[config.mk]
export PLATFORM = sky130hd
export DESIGN_NAME = decimator
export DESIGN_NICKNAME = d
export VERILOG_FILES = /design/src/rtl/decimator.sv
export SDC_FILE = /design/constraint.sdc
export NUM_CORES = 1
export LEC_CHECK = 0
export CORE_UTILIZATION = 48
export DETAILED_ROUTE_END_ITERATION = 10
export GPL_TIMING_DRIVEN = 1
export PLACE_DENSITY = 0.83
export SLEW_MARGIN = 20
export SYNTH_ARGS = -nofsm -noshare
export SYNTH_HDL_FRONTEND = slang
export SYNTH_SLANG_ARGS = --single-unit
[constraint.sdc]
create_clock -name clk_i -period 2.55 [get_ports clk_i]
set_input_delay 0.255 -clock clk_i [delete_from_list [all_inputs] [get_ports clk_i]]
set_output_delay 0.255 -clock clk_i [all_outputs]
set_load 0.02 [all_outputs]
[src/rtl/decimator.sv]
// decimator: sample-and-hold downsampler by factor M.
// Captures di_i on each strobe cycle, holds it until the next capture, and
// raises a sticky flag whenever two armed strobes are not exactly M cycles apart.
module decimator #(
    parameter int M    = 20,
    parameter int M_LG = 5,
    parameter int DW   = 14
) (
    input  logic                 clk_i,
    input  logic                 rst_n_i,
    input  logic                 clk_2mhz_pos_en_i,
    input  logic                 ce_i,
    input  logic signed [DW-1:0] di_i,
    output logic signed [DW-1:0] do_o,
    output logic                 do_valid_o,
    output logic                 err_o
);

    // The phase counter must be able to reach M-1.
    generate
        if (M < 1 || (2 ** M_LG) < M) begin : g_bad_params
            $error("decimator: need M >= 1 and 2**M_LG >= M");
        end
    endgenerate

    localparam logic [M_LG-1:0] CNT_LAST = M_LG'(M - 1);

    logic signed [DW-1:0] do_q,    do_d;
    logic                 valid_q, valid_d;
    logic                 err_q,   err_d;
    logic [M_LG-1:0]      cnt_q,   cnt_d;
    logic                 armed_q, armed_d;
    // Set when a non-strobe cycle occurs with the counter already saturated,
    // i.e. the gap since the last strobe has exceeded M. The saturated counter
    // alone cannot tell spacing M from a longer gap, so this bit does.
    logic                 late_q,  late_d;

    // Next-state logic: flush when disabled, capture/check on strobe, count otherwise.
    always_comb begin
        do_d    = do_q;
        valid_d = 1'b0;
        err_d   = err_q;
        cnt_d   = cnt_q;
        armed_d = armed_q;
        late_d  = late_q;
        if (!ce_i) begin
            do_d    = '0;
            cnt_d   = '0;
            armed_d = 1'b0;
            late_d  = 1'b0;
        end else if (clk_2mhz_pos_en_i) begin
            do_d    = di_i;
            valid_d = 1'b1;
            // First strobe after reset or re-enable is not checked.
            if (armed_q && ((cnt_q != CNT_LAST) || late_q)) begin
                err_d = 1'b1;
            end
            cnt_d   = '0;
            armed_d = 1'b1;
            late_d  = 1'b0;
        end else begin
            if (cnt_q == CNT_LAST) begin
                late_d = 1'b1;
            end else begin
                cnt_d = cnt_q + 1'b1;
            end
        end
    end

    // State register with asynchronous active-low reset.
    always_ff @(posedge clk_i or negedge rst_n_i) begin
        if (!rst_n_i) begin
            do_q    <= '0;
            valid_q <= 1'b0;
            err_q   <= 1'b0;
            cnt_q   <= '0;
            armed_q <= 1'b0;
            late_q  <= 1'b0;
        end else begin
            do_q    <= do_d;
            valid_q <= valid_d;
            err_q   <= err_d;
            cnt_q   <= cnt_d;
            armed_q <= armed_d;
            late_q  <= late_d;
        end
    end

    assign do_o       = do_q;
    assign do_valid_o = valid_q;
    assign err_o      = err_q;

endmodule

# Word level (Yosys, flattened, before mapping)
# Cells that the tools add are included.
[op_classes] addsub=1 n_reduce_logical=3 muxes=12 n_eq_ne=5
[op_table] op="14-bit two-way mux" count=2
[op_table] op="5-bit two-way mux" count=3
[op_table] op="1-bit two-way mux" count=7
[op_table] op="5-bit by 1-bit adder with 5-bit output (second input constant)" count=1
[op_table] op="5-bit == test (second input constant)" count=1
[op_table] op="5-bit inequality test (second input constant)" count=1
[op_table] op="3-bit by 2-bit inequality test with 1-bit output (second input constant)" count=1
[op_table] op="3-bit inequality test (second input constant)" count=1
[op_table] op="3-bit AND reduction" count=1
[op_table] op="2-bit inequality test (second input constant)" count=1
[op_table] op="1-bit logical AND" count=1
[op_table] op="1-bit logical OR" count=1
[word_totals] ff_bits=23 in_bits=18 elab_cells=27 out_inout_bits=16

# Longest topological paths before layout
# Gate-level depths: netlist (run 1).
[depth] ltp_word=4 depth_mapped=4 ltp_nobuf=3

# Least setup slack after synthesis (run 1)
# Ideal clock, no wire load.
[synth_timing] path_type="reg-to-reg" startpoint="reg cnt_q[0]" endpoint="reg late_q" n_path_buf=1 t_required_ns=2.431 synth_period_minus_slack_ns=1.231 slack_ns=1.319 setup_ns=0.119 path_stages_with_launch=5 t_arrival_ns=1.112 cell_sequence="dfrtp_1 ha_1 and4bb_1 buf_2 o21ba_2"
[synth_between] elab_chain_cells=2
[synth_rtl] element="start, declared" line="31" rtl="logic [M_LG-1:0] cnt_q, cnt_d;"
[synth_rtl] element="start signal, assigned" line="83" rtl="cnt_q <= cnt_d;"
[synth_rtl] element="5-bit == test" line="62" rtl="if (cnt_q == CNT_LAST) begin"
[synth_rtl] element="3-bit by 2-bit inequality test with 1-bit output (no source line)"
[synth_rtl] element="end signal, assigned" line="85" rtl="late_q <= late_d;"
[synth_rtl] element="end, declared" line="36" rtl="logic late_q, late_d;"
# Every way passes these cells.
# A chain may end at the register's enable or synchronous reset.

# Worst setup path after layout (run 1)
[layout_timing] startpoint="reg err_q (netlist: err_o)" endpoint="out err_o"
[layout_rtl] element="start, declared" line="30" rtl="logic err_q, err_d;"
[layout_rtl] element="start signal, assigned" line="82" rtl="err_q <= err_d;"
[layout_rtl] element="end, declared" line="16" rtl="output logic err_o"
# No word-level cell between the ends.

==> reports/qor_table.md, run 1 <==
| Step | Item | Value |
|:---|:---|:---|
| floorplanning | Die width | 48.6 microns |
| floorplanning | Number of top-level design ports | 34 |
| timing | Min cycle time layout | 1.56 ns |
| floorplanning | Die Area | 0.00236 sq mm |
| floorplanning | Row cnt | 16 |
| clocking | Buffer levels on the longest clock path | 2 |
| worst setup path | Class of the most critical setup path | reg -> out |
| timing | Hold Violations, Final | 0 |
| worst setup path | CP arrival | 1.31 ns |
| yosys | Main flop type after synthesis | dfrtp_1 |
| clocking | TritonCTS clock tree | built |
| worst setup path | Crit-path slowest cell | clkdlybuf4s50_1 |
| worst setup path | Element type at the critical path start | flop |
| power and ir drop | Switching power of the nets | 0.171 mW |
| yosys | Mean post-synth cell area | 12.7 sq um |
| layout | Net total in the final layout | 136 |
| clocking | Hold_buf cts | 0 |
| grt | Overflow after GRT | 0 |
| drt | Total routed wirelength | 1.94 mm |
| yosys | Most common cell in the synthesized netlist | dfrtp_1 |
| yosys | Portion of synthesized cell area occupied by the leading cell type | 0.552 |
| yosys | Post-Synthesis Cell Area | 0.00104 sq mm |
| placed design | HPWL after detailed placement | 1.38 mm |
| power and ir drop | Switching Fraction | 0.250 |
| worst setup path | Origin of the critical flop-to-flop path | cnt_q[0]$_DFFE_PN0P_ |
| grt | Met3 Usage GRT | 0.0283 |
| yosys | EDFF count, synth | 0 |
| clocking | Clock transition at the registers of the reported paths | 0.12 ns |
| timing | Setup TNS | 0 ns |
| power and ir drop | Clock power frac | 0.245 |
| power and ir drop | Worst VDD drop | 0.000346 V |
| timing | Pin slew with the least headroom to its limit | 0.333 ns |
| timing | Slew HR | 0.777 |
| timing | Worst Skew | 0.000988 ns |
| floorplanning | Initial core utilization | 0.521 |
| yosys | Number of instances in the synthesized netlist | 82 |
| grt | Wire length of the first global-routing pass | 3.51 mm |
| timing | RSZ-0062 raised after global routing | no |
| yosys | Synth Net Count | 101 |
| layout | Relative area change from synthesis to final layout | 35.7% |
| grt | Met2 demand-to-capacity share in global routing | 0.352 |
| timing | Post-Route Hold Slack | 0.276 ns |
| timing | Final Cycle Share | 0.612 |
| grt | Most used routing layer | met2 |
| grt | Vias in the first global route | 782 |
| timing | Number of pins exceeding their max-slew limit in the final report | 0 |
| placed design | Routability congestion estimate from global placement | 0.682 |
| grt | Antenna violations before repair | 0 |
| yosys | Leading post-synthesis cells by instance count | dfrtp_1, mux2i_1, nor2b_1 |
| clocking | Post-cts gate resize count | 0 |
| clocking | TritonCTS Buffers | 3 |
| clocking | H-Tree Level Count | 1 |
| grt | Overall global routing resource usage | 0.197 |
| job | Maximum capacitance violations | 0 |
| power and ir drop | Logic gate share of total power | 0.184 |
| worst setup path | Critical Path Start | err_o$_DFFE_PN0P_ |
| worst setup path | CP delay by family, top | buffers and inverters |
| power and ir drop | Power share of the sequential group | 0.571 |
| clocking | Post-CTS setup buffers | 0 |
| floorplanning | Total core area | 0.00200 sq mm |
| clocking | Skew-Pair Late Insertion Delay | 0.30 ns |
| drt | Drt initial violations | 6 |
| drt | Post-route ant nets | 0 |
| timing | Setup violation total in the final timing report | 0 |
| drt | First-pass iteration count of the detailed router | 4 |
| layout | Antenna cells | 0 |
| yosys | Top cells by area in the synthesized netlist | dfrtp_1, mux2i_1, nor2b_1 |
| status | Status | finished clean |
| floorplanning | Height of the die | 48.6 microns |
| worst setup path | Critical Path Max Stage Delay | 0.61 ns |
| placed design | Number of I/O port buffers | 33 |
| drt | Overall via count from detail_route | 733 |
| grt | Met1 demand-to-capacity share in global routing | 0.223 |
| timing | Peak Freq | 641 MHz |
| worst setup path | Data required, critical path | 2.30 ns |
| yosys | Number of distinct library cells after synthesis | 20 |
| drt | Number of design rule violations left after detail routing | 0 |
| clocking | CTS Root Cell | clkbuf_4 |
| yosys | Post-synthesis sequential area ratio | 0.552 |
| yosys | Yosys Warn Count | 0 |
| yosys | Register bit count reported by yosys | 23 |
| yosys | Share of synthesized registers carrying an async set or reset | 1.00 |
| clocking | Clock Sinks | 23 |
| drt | Wire length per cell after detailed routing | 13.6 microns |
| power and ir drop | Pint | 0.512 mW |
| grt | Largest net degree at the start of global routing | 24 |
| worst setup path | Setup crit end kind | output pin |
| yosys | Cell accounting for the most synthesized area | dfrtp_1 |
| power and ir drop | Pwr Density | 483 mW/mm^2 |
| power and ir drop | Lkg Pwr | 0.638 nW |
| worst setup path | Crit Path Max Fanout | 3 |
| layout | Layout cell share with drive strength beyond 1 | 0.0603 |
| drt | Per-cell via count in the routed design | 5.13 |
| worst setup path | Crit path cell chain | clkdlybuf4s50_1 |
| worst setup path | Critical path buffer and inverter count | 1 |
| hold path | Classification of the worst-slack hold path | in -> async |
[stage by stage]
| stage | utilization | worst slack (ns) | cell area [sq um] | std cells | power [mW] |
|---|---|---|---|---|---|
| 6_report | 0.706 | 0.989 | 1410 | 143 | 0.684 |
| 5_1_grt | 0.706 | 0.935 | 1410 | 143 | 0.716 |
| 4_1_cts | 0.706 | 0.979 | 1410 | 143 | 0.689 |
| 3_5_place_dp | 0.693 | 0.829 | 1390 | 139 | 0.524 |
| 3_3_place_gp | 0.693 | 0.858 | 1390 | 139 | 0.521 |
| 2_1_floorplan | - | 1.32 | 1040 | 82 | 0.456 |
[area by class of cell]
class                           count  area (sq um)
Tap cell                           27          33.8
Sequential cell                    23           576
Clock buffer                        4          26.3
Timing Repair Buffer               36           353
Fill cell                         159           588
Multi-Input combinational cell     53           425
[layer usage]
metal / part of all wire / routed length, microns
met1: 0.42 / 816
met3: 0.044 / 85
met4: 0.019 / 36
met5: 0 / 0
met2: 0.52 / 1000
[placed cells by master (no fill, tap or decap), drive strengths merged]
| cell type | netlist | final |
|---|---|---|
| clkdlybuf4s50 | 0 | 33 |
| dfrtp | 23 | 23 |
| mux2i | 18 | 18 |
| nor2b | 14 | 14 |
| nand3b | 5 | 5 |
| clkbuf | 1 | 4 |
| or3b | 3 | 3 |
| buf | 5 | 3 |
| nand3 | 2 | 2 |
| and2 | 1 | 1 |
| and4bb | 1 | 1 |
| nor2 | 1 | 1 |
| a31oi | 1 | 1 |
| a21oi | 1 | 1 |
| o21a | 1 | 1 |
| nand2b | 1 | 1 |
| o21ba | 1 | 1 |
| xnor2 | 1 | 1 |
| nor3 | 1 | 1 |
| ha | 1 | 1 |
[power by group through the flow]
stage | combinational, mW | sequential, mW | clock [mW]
6_report | 0.126 | 0.390 | 0.167
5_1_grt | 0.137 | 0.393 | 0.186
4_1_cts | 0.128 | 0.390 | 0.171
3_5_place_dp | 0.127 | 0.397 | 0
3_3_place_gp | 0.125 | 0.396 | 0
2_1_floorplan | 0.0425 | 0.413 | 0
[worst paths after layout]
| kind | end | slack, ns | cells past startpoint |
|---|---|---|---|
| max in group asynchronous | err_o$_DFFE_PN0P_ | 2.05 | 2 |
| worst min register to register | armed_q$_DFFE_PN0P_ | 0.50 | 1 |
| min in group clk_i | armed_q$_DFFE_PN0P_ | 0.50 | 1 |
| worst max-delay path | err_o | 0.99 | 1 |
| worst min-delay path | do_o[9]$_DFFE_PN0P_ | 0.28 | 2 |
| worst max register to register | cnt_q[0]$_DFFE_PN0P_ | 1.23 | 3 |
[cell families (layout without fill, tap and decap cells)]
logic type	Yosys count	after routing	share of synthesized area
buffers and inverters	6	40	0.0396
XOR/XNOR	1	1	0.00840
multiplexers	18	18	0.173
AO/OA/AOI/OAI	4	4	0.0276
flip-flops	23	23	0.552
AND/OR/NAND/NOR	29	29	0.187
adder cells (fa/ha/maj)	1	1	0.0120
[registers in the layout, summed over array words and instances (netlist names)]
signal / flops
err_o: 1
do_valid_o: 1
do_o: 14
late_q: 1
cnt_q: 5
armed_q: 1
(Power assumes the default switching activity.)
==> run 2: changes to the inputs <==
--- a/config.mk
+++ b/config.mk
@@ -5,10 +5,10 @@
 export SDC_FILE = /design/constraint.sdc
 export NUM_CORES = 1
 export LEC_CHECK = 0
-export CORE_UTILIZATION = 48
+export CORE_UTILIZATION = 44
 export DETAILED_ROUTE_END_ITERATION = 10
 export GPL_TIMING_DRIVEN = 1
-export PLACE_DENSITY = 0.83
+export PLACE_DENSITY = 0.77
 export SLEW_MARGIN = 20
 export SYNTH_ARGS = -nofsm -noshare
 export SYNTH_HDL_FRONTEND = slang
==> constraint.sdc (replaced) <==
create_clock -name clk_i -period 1.5 [get_ports clk_i]
set_input_delay 0.15 -clock clk_i [delete_from_list [all_inputs] [get_ports clk_i]]
set_output_delay 0.15 -clock clk_i [all_outputs]
set_load 0.02 [all_outputs]
==> run 2 against run 1 <==
Net effect:
- via count increased by 0.14%
- die area increased by 8.7%
- first-iteration DRC count decreased by 67%
- clock skew increased by 0.0018 ns
- wire length increased by 3.8%
- highest routed layer unchanged
- critical endpoint is now do_o[12]
- design area increased by 1.9%
- register-to-register slack got worse by 1.0 ns
- largest power group unchanged
- sequential power increased by 70%
- total power increased by 69%
- worst hold slack got worse by 0.11 ns
- combinational power increased by 73%
- final cell count increased by 2.1%
==> reports/qor_table.md, run 2 (synthesis gave the netlist of run 1 again) <==
| Step | Item | Value | Change |
|:---|:---|:---|:---|
| layout | Final instance area | 0.00144 sq mm | was 0.00141 sq mm |
| timing | Setup TNS | 0 ns | unchanged |
| layout | FF+latch area | 576 sq um | unchanged |
| worst setup path | Element type at the critical path start | flop | unchanged |
| floorplanning | Die Area | 0.00257 sq mm | was 0.00236 sq mm |
| drt | Number of design rule violations left after detail routing | 0 | unchanged |
| placed design | Routability congestion estimate from global placement | 0.644 | was 0.682 |
| layout | Most common cell after layout, fill and taps aside | clkdlybuf4s50_1 | unchanged |
| timing | Worst Skew | 0.00278 ns | was 0.000988 ns |
| floorplanning | Total core area | 0.00221 sq mm | was 0.00200 sq mm |
| layout | Net total in the final layout | 138 | was 136 |
| floorplanning | Height of the die | 50.7 microns | was 48.6 microns |
| layout | Commonest non-fill, non-tap cells in the layout | clkdlybuf4s50_1, dfrtp_1, mux2i_1 | unchanged |
| worst setup path | Crit Path Max Fanout | 2 | was 3 |
| worst setup path | Critical Path Max Stage Delay | 0.61 ns | about the same |
| timing | Setup violation total in the final timing report | 0 | unchanged |
| drt | Overall via count from detail_route | 734 | was 733 |
| layout | # fillers | 184 | was 159 |
| drt | Total routed wirelength | 2.02 mm | was 1.94 mm |
| clocking | TritonCTS clock tree | built | unchanged |
| worst setup path | CP arrival | 1.29 ns | was 1.31 ns |
| grt | Vias in the first global route | 754 | was 782 |
| timing | Number of pins exceeding their max-slew limit in the final report | 0 | unchanged |
| layout | Non-filler cells in the finished layout | 146 | was 143 |
| status | Status | finished clean | unchanged |
| drt | Post-route ant nets | 0 | unchanged |
| timing | Final Cycle Share | 0.957 |  |
| floorplanning | Row cnt | 17 | was 16 |
| grt | Wire length of the first global-routing pass | 3.35 mm | was 3.51 mm |
| timing | Pin slew with the least headroom to its limit | 0.282 ns | was 0.333 ns |
| worst setup path | Data required, critical path | 1.35 ns | was 2.30 ns |
| floorplanning | Number of top-level design ports | 34 | unchanged |
| worst setup path | Crit-path slowest cell | clkdlybuf4s50_1 | unchanged |
| grt | Antenna violations before repair | 0 | unchanged |
| worst setup path | Minimum setup slack among reg-to-reg paths | 0.23 ns | was 1.23 ns |
| power and ir drop | Worst VDD drop | 0.000662 V | was 0.000346 V |
| worst setup path | Class of the most critical setup path | reg -> out | unchanged |
| layout | Layout cell share with drive strength beyond 1 | 0.0763 | was 0.0603 |
| timing | Min cycle time layout | 1.44 ns |  |
| hold path | Classification of the worst-slack hold path | in -> async | unchanged |
| layout | Antenna cells | 0 | unchanged |
| placed design | Post-Place Setup Slack | 0.151 ns | was 0.829 ns |
| power and ir drop | Lkg Pwr | 0.694 nW | was 0.638 nW |
| floorplanning | Initial core utilization | 0.471 | was 0.521 |
| clocking | Clock transition at the registers of the reported paths | 0.12 ns | about the same |
| placed design | Number of I/O port buffers | 33 | unchanged |
| timing | Setup slack after layout | 0.0645 ns | was 0.989 ns |
| clocking | Post-CTS setup buffers | 0 | unchanged |
| clocking | Skew-Pair Late Insertion Delay | 0.30 ns | about the same |
| clocking | CTS Root Cell | clkbuf_4 | unchanged |
| layout | End-of-flow core utilization | 0.651 | was 0.706 |
| drt | Drt initial violations | 2 | was 6 |
| drt | Per-cell via count in the routed design | 5.03 | was 5.13 |
| power and ir drop | Pwr Density | 803 mW/mm^2 | was 483 mW/mm^2 |
| worst setup path | CP delay by family, top | buffers and inverters | unchanged |
| placed design | Number of placed cells counting well taps | 142 | was 139 |
| floorplanning | Die width | 50.7 microns | was 48.6 microns |
| grt | Overflow after GRT | 0 | unchanged |
| timing | Peak Freq | 697 MHz |  |
| worst setup path | Setup crit end kind | output pin | unchanged |
| clocking | H-Tree Level Count | 1 | unchanged |
| job | Maximum capacitance violations | 0 | unchanged |
| clocking | Clock Sinks | 23 | unchanged |
| timing | Hold Violations, Final | 0 | unchanged |
| grt | Overall global routing resource usage | 0.184 | was 0.197 |
| clocking | Buffer levels on the longest clock path | 2 | unchanged |
| grt | Met3 Usage GRT | 0.0545 | was 0.0283 |
| timing | RSZ-0062 raised after global routing | no | unchanged |
| layout | Number of flip-flops in the largest register | 14 | unchanged |
| clocking | TritonCTS Buffers | 3 | unchanged |
| grt | Met2 demand-to-capacity share in global routing | 0.316 | was 0.352 |
| worst setup path | Critical path buffer and inverter count | 1 | unchanged |
| timing | Slew HR | 0.812 | was 0.777 |
| worst setup path | Crit path cell chain | clkdlybuf4s50_1 | unchanged |
| placed design | HPWL after detailed placement | 1.45 mm | was 1.38 mm |
| grt | Largest net degree at the start of global routing | 24 | unchanged |
| layout | Relative area change from synthesis to final layout | 38.2% | was 35.7% |
| layout | Multi-input gate area | 425 sq um | unchanged |
| grt | Most used routing layer | met2 | unchanged |
| drt | Wire length per cell after detailed routing | 13.8 microns | was 13.6 microns |
| drt | First-pass iteration count of the detailed router | 4 | unchanged |
| placed design | Placement-stage cell area | 0.00140 sq mm | was 0.00139 sq mm |
| grt | Met1 demand-to-capacity share in global routing | 0.216 | was 0.223 |
[run 2: cell count changes in the layout (fill, tap and decap cells not counted)]
cell	change
dlymetal6s2s_1	+4
buf_4	+2
clkdlybuf4s50_1	-4
[run 2: cell type report]
| class | instances | share of cell area |
|---|---|---|
| multi-input cells | 53 | 0.295 |
| clock buffers | 4 | 0.0182 |
| repair buffers | 38 | 0.262 |
| flip-flops and latches | 23 | 0.400 |
| well taps | 28 | 0.0243 |
[run 2: timing repair]
item,CTS,global route
hold buffers,0,0
gates resized for setup,0,4
endpoints found under the setup margin,0,4
[run 2: path summary, 6_finish.rpt]
| check | depth (start not counted) | to | start |
|---|---|---|---|
| hold reg to reg | 1 | armed_q$_DFFE_PN0P_ | armed_q$_DFFE_PN0P_ |
| max in group asynchronous | 2 | do_o[0]$_DFFE_PN0P_ | rst_n_i |
| min in group clk_i | 3 | do_o[7]$_DFFE_PN0P_ | di_i[7] |
| hold / removal | 2 | do_o[6]$_DFFE_PN0P_ | rst_n_i |
| setup / recovery | 1 | do_o[12] | do_o[12]$_DFFE_PN0P_ |
| setup reg to reg | 3 | late_q$_DFFE_PN0P_ | cnt_q[0]$_DFFE_PN0P_ |
[run 2: layer usage]
metal,part of all wire,vias up
met5,0,-
met4,0.011,0
met3,0.050,4
met2,0.52,25
met1,0.42,353
li1,-,352
[run 2: metrics by stage]
step / power, mW / hold WS (ns)
5_1_grt: 1.22 / 0.188
2_1_floorplan: 0.775 / -0.146
3_5_place_dp: 0.897 / 0.480
4_1_cts: 1.17 / 0.182
6_report: 1.16 / 0.171
3_3_place_gp: 0.891 / 0.461
[run 2: power by group]
| group | leakage (nW) | internal [mW] | total [mW] | switching (mW) |
|---|---|---|---|---|
| combinational | 0.377 | 0.122 | 0.218 | 0.0958 |
| clock | 0.0150 | 0.104 | 0.276 | 0.172 |
| sequential | 0.303 | 0.647 | 0.663 | 0.0157 |
| total | 0.694 | 0.873 | 1.16 | 0.283 |
==> run 3: changes to the inputs <==
--- a/config.mk
+++ b/config.mk
@@ -5,6 +5,7 @@
 export SDC_FILE = /design/constraint.sdc
 export NUM_CORES = 1
 export LEC_CHECK = 0
+export CORE_ASPECT_RATIO = 1.2
 export CORE_UTILIZATION = 44
 export DETAILED_ROUTE_END_ITERATION = 10
 export GPL_TIMING_DRIVEN = 1
==> constraint.sdc (replaced) <==
create_clock -name clk_i -period 1.5 [get_ports clk_i]
set_input_delay 0.375 -clock clk_i [delete_from_list [all_inputs] [get_ports clk_i]]
set_output_delay 0.375 -clock clk_i [all_outputs]
set_load 0.02 [all_outputs]
==> run 3 against run 2 <==
Net effect:
- wire length down 4.7%
- clock skew up 0.0043 ns
- critical path type unchanged
- design area up 0.87%
- sequential power about the same
- sequential cell count unchanged
- total power about the same
- non-clock buffer count up 2
- first-iteration DRC count down 100%
- final cell count up 2.7%
- clock power about the same
==> reports/qor_table.md, run 3 (synthesis gave the netlist of run 1 again) <==
| Step | Item | Value | Change |
|:---|:---|:---|:---|
| grt | Overflow after GRT | 0 | unchanged |
| layout | Antenna cells | 0 | unchanged |
| layout | Commonest non-fill, non-tap cells in the layout | dfrtp_1, mux2i_1, clkdlybuf4s50_1 | was clkdlybuf4s50_1, dfrtp_1, mux2i_1 |
| clocking | Buffer levels on the longest clock path | 2 | unchanged |
| floorplanning | Row cnt | 18 | was 17 |
| clocking | TritonCTS clock tree | built | unchanged |
| layout | Net total in the final layout | 140 | was 138 |
| worst setup path | Crit-path slowest cell | dfrtp_1 | was clkdlybuf4s50_1 |
| worst setup path | CP delay by family, top | flip-flops | was buffers and inverters |
| grt | Wire length of the first global-routing pass | 3.35 mm | about the same |
| clocking | Clock Sinks | 23 | unchanged |
| layout | Number of flip-flops in the largest register | 14 | unchanged |
| power and ir drop | Worst VDD drop | 0.000626 V | was 0.000662 V |
| timing | Peak Freq | 707 MHz | was 697 MHz |
| timing | Slew HR | 0.809 | was 0.812 |
| clocking | Hold_buf cts | 0 | unchanged |
| layout | Relative area change from synthesis to final layout | 39.4% | was 38.2% |
| power and ir drop | Lkg Pwr | 0.720 nW | was 0.694 nW |
| clocking | H-Tree Level Count | 1 | unchanged |
| worst setup path | Data required, critical path | 1.12 ns | was 1.35 ns |
| grt | Largest net degree at the start of global routing | 24 | unchanged |
| timing | Pin slew with the least headroom to its limit | 0.286 ns | was 0.282 ns |
| placed design | Routability congestion estimate from global placement | 0.718 | was 0.644 |
| layout | # fillers | 186 | was 184 |
| floorplanning | Die Area | 0.00257 sq mm | about the same |
| placed design | Placement-stage cell area | 0.00145 sq mm | was 0.00140 sq mm |
| timing | Number of pins exceeding their max-slew limit in the final report | 0 | unchanged |
| worst setup path | Minimum setup slack among reg-to-reg paths | 0.22 ns | was 0.23 ns |
| drt | Drt initial violations | 0 | was 2 |
| layout | Layout cell share with drive strength beyond 1 | 0.0917 | was 0.0763 |
| layout | Final instance area | 0.00145 sq mm | was 0.00144 sq mm |
| drt | Wire length on met2 | 1.03 mm | was 1.04 mm |
| timing | Final Cycle Share | 0.943 | was 0.957 |
| drt | Topmost layer with routed signal wires | met4 | unchanged |
| layout | Most common cell after layout, fill and taps aside | dfrtp_1 | was clkdlybuf4s50_1 |
| worst setup path | Capture point of the worst reg-to-reg path | cnt_q[1]$_DFFE_PN0P_ | was late_q$_DFFE_PN0P_ |
| worst setup path | Origin of the critical flop-to-flop path | cnt_q[0]$_DFFE_PN0P_ | unchanged |
| worst setup path | Critical path buffer and inverter count | 1 | unchanged |
| worst setup path | Setup crit end kind | output pin | unchanged |
| worst setup path | Crit path cell chain | dlygate4sd2_1 | was clkdlybuf4s50_1 |
| floorplanning | Height of the die | 55.3 microns | was 50.7 microns |
| layout | Multi-input gate area | 425 sq um | unchanged |
| worst setup path | CP arrival | 1.04 ns | was 1.29 ns |
| drt | Total routed wirelength | 1.92 mm | was 2.02 mm |
| job | Maximum capacitance violations | 0 | unchanged |
| worst setup path | Worst Reg-to-Reg Cells | 3 | unchanged |
| power and ir drop | Pwr Density | 795 mW/mm^2 | was 803 mW/mm^2 |
| timing | Worst Skew | 0.00709 ns | was 0.00278 ns |
| clocking | Clock transition at the registers of the reported paths | 0.12 ns | about the same |
| drt | Post-route ant nets | 0 | unchanged |
| drt | DR WL met3 | 52 microns | was 101 microns |
| drt | Metal-1 WL | 830 microns | was 851 microns |
| clocking | Post-cts gate resize count | 16 | was 0 |
| timing | Post-Route Hold Slack | 0.403 ns | was 0.171 ns |
| status | Status | finished clean | unchanged |
| grt | Overall global routing resource usage | 0.171 | was 0.184 |
| worst setup path | Element type at the critical path start | flop | unchanged |
| drt | First-pass iteration count of the detailed router | 1 | was 4 |
| drt | Number of design rule violations left after detail routing | 0 | unchanged |
| timing | Hold Violations, Final | 0 | unchanged |
| worst setup path | Class of the most critical setup path | reg -> out | unchanged |
| timing | Setup violation total in the final timing report | 0 | unchanged |
| clocking | CTS Root Cell | clkbuf_4 | unchanged |
| worst setup path | Critical Path Max Stage Delay | 0.41 ns | was 0.61 ns |
| drt | Overall via count from detail_route | 732 | was 734 |
| clocking | TritonCTS Buffers | 3 | unchanged |
| floorplanning | Initial core utilization | 0.487 | was 0.471 |
| timing | Min cycle time layout | 1.41 ns | was 1.44 ns |
| floorplanning | Number of top-level design ports | 34 | unchanged |
| placed design | HPWL after detailed placement | 1.44 mm | was 1.45 mm |
| floorplanning | Die width | 46.4 microns | was 50.7 microns |
| grt | Vias in the first global route | 755 | was 754 |
| placed design | Number of I/O port buffers | 33 | unchanged |
| hold path | Classification of the worst-slack hold path | in -> async | unchanged |
| timing | RSZ-0062 raised after global routing | no | unchanged |
| clocking | Post-CTS setup buffers | 0 | unchanged |
| drt | Per-cell via count in the routed design | 4.88 | was 5.03 |
| clocking | Skew-Pair Late Insertion Delay | 0.30 ns | about the same |
| floorplanning | Total core area | 0.00214 sq mm | was 0.00221 sq mm |
| worst setup path | Crit Path Max Fanout | 2 | unchanged |
| layout | FF+latch area | 576 sq um | unchanged |
| drt | Wire length per cell after detailed routing | 12.8 microns | was 13.8 microns |
| grt | Antenna violations before repair | 0 | unchanged |
| timing | Setup TNS | 0 ns | unchanged |
[run 3: changes by cell type in the layout (fill, tap and decap cells not counted)]
cell | previous run | this run
clkdlybuf4s50_1 | 29 | 17
dlymetal6s2s_1 | 4 | 0
dlygate4sd2_1 | 0 | 16
buf_12 | 0 | 2
[run 3: layer usage]
metal  GRT usage  up-vias
met5           0        -
met4      0.0630        0
met3      0.0196        2
met2       0.280       15
met1       0.223      359
li1            -      356
[run 3: report_power, final]
group          internal (mW)  switching [mW]
combinational          0.117          0.0977
clock                  0.103           0.176
sequential             0.647          0.0148
[run 3: worst max-delay path by stage]
stage | start | end | depth (start not counted)
final | do_o[9]$_DFFE_PN0P_ | do_o[9] | 1
after global routing | err_o$_DFFE_PN0P_ | err_o | 1
after CTS | do_o[9]$_DFFE_PN0P_ | do_o[9] | 1
after detailed placement | clk_2mhz_pos_en_i | cnt_q[4]$_DFFE_PN0P_ | 4
after global placement | clk_2mhz_pos_en_i | cnt_q[4]$_DFFE_PN0P_ | 4
after floorplan | cnt_q[0]$_DFFE_PN0P_ | late_q$_DFFE_PN0P_ | 4
[run 3: cell type report]
| class | count | share of cell area |
|---|---|---|
| multi-input cells | 53 | 0.293 |
| well taps | 30 | 0.0258 |
| clock buffers | 4 | 0.0181 |
| flip-flops and latches | 23 | 0.396 |
| repair buffers | 40 | 0.267 |
[run 3: through the flow]
stage                     power, mW  worst slack [ns]  std cells  utilization
after global routing           1.22            0.0398        150        0.679
after CTS                      1.17            0.0816        150        0.679
final                          1.16            0.0862        150        0.679
after floorplan               0.775             0.269         82            -
after detailed placement      0.909           -0.0801        146        0.676
after global placement        0.903           -0.0473        146        0.676
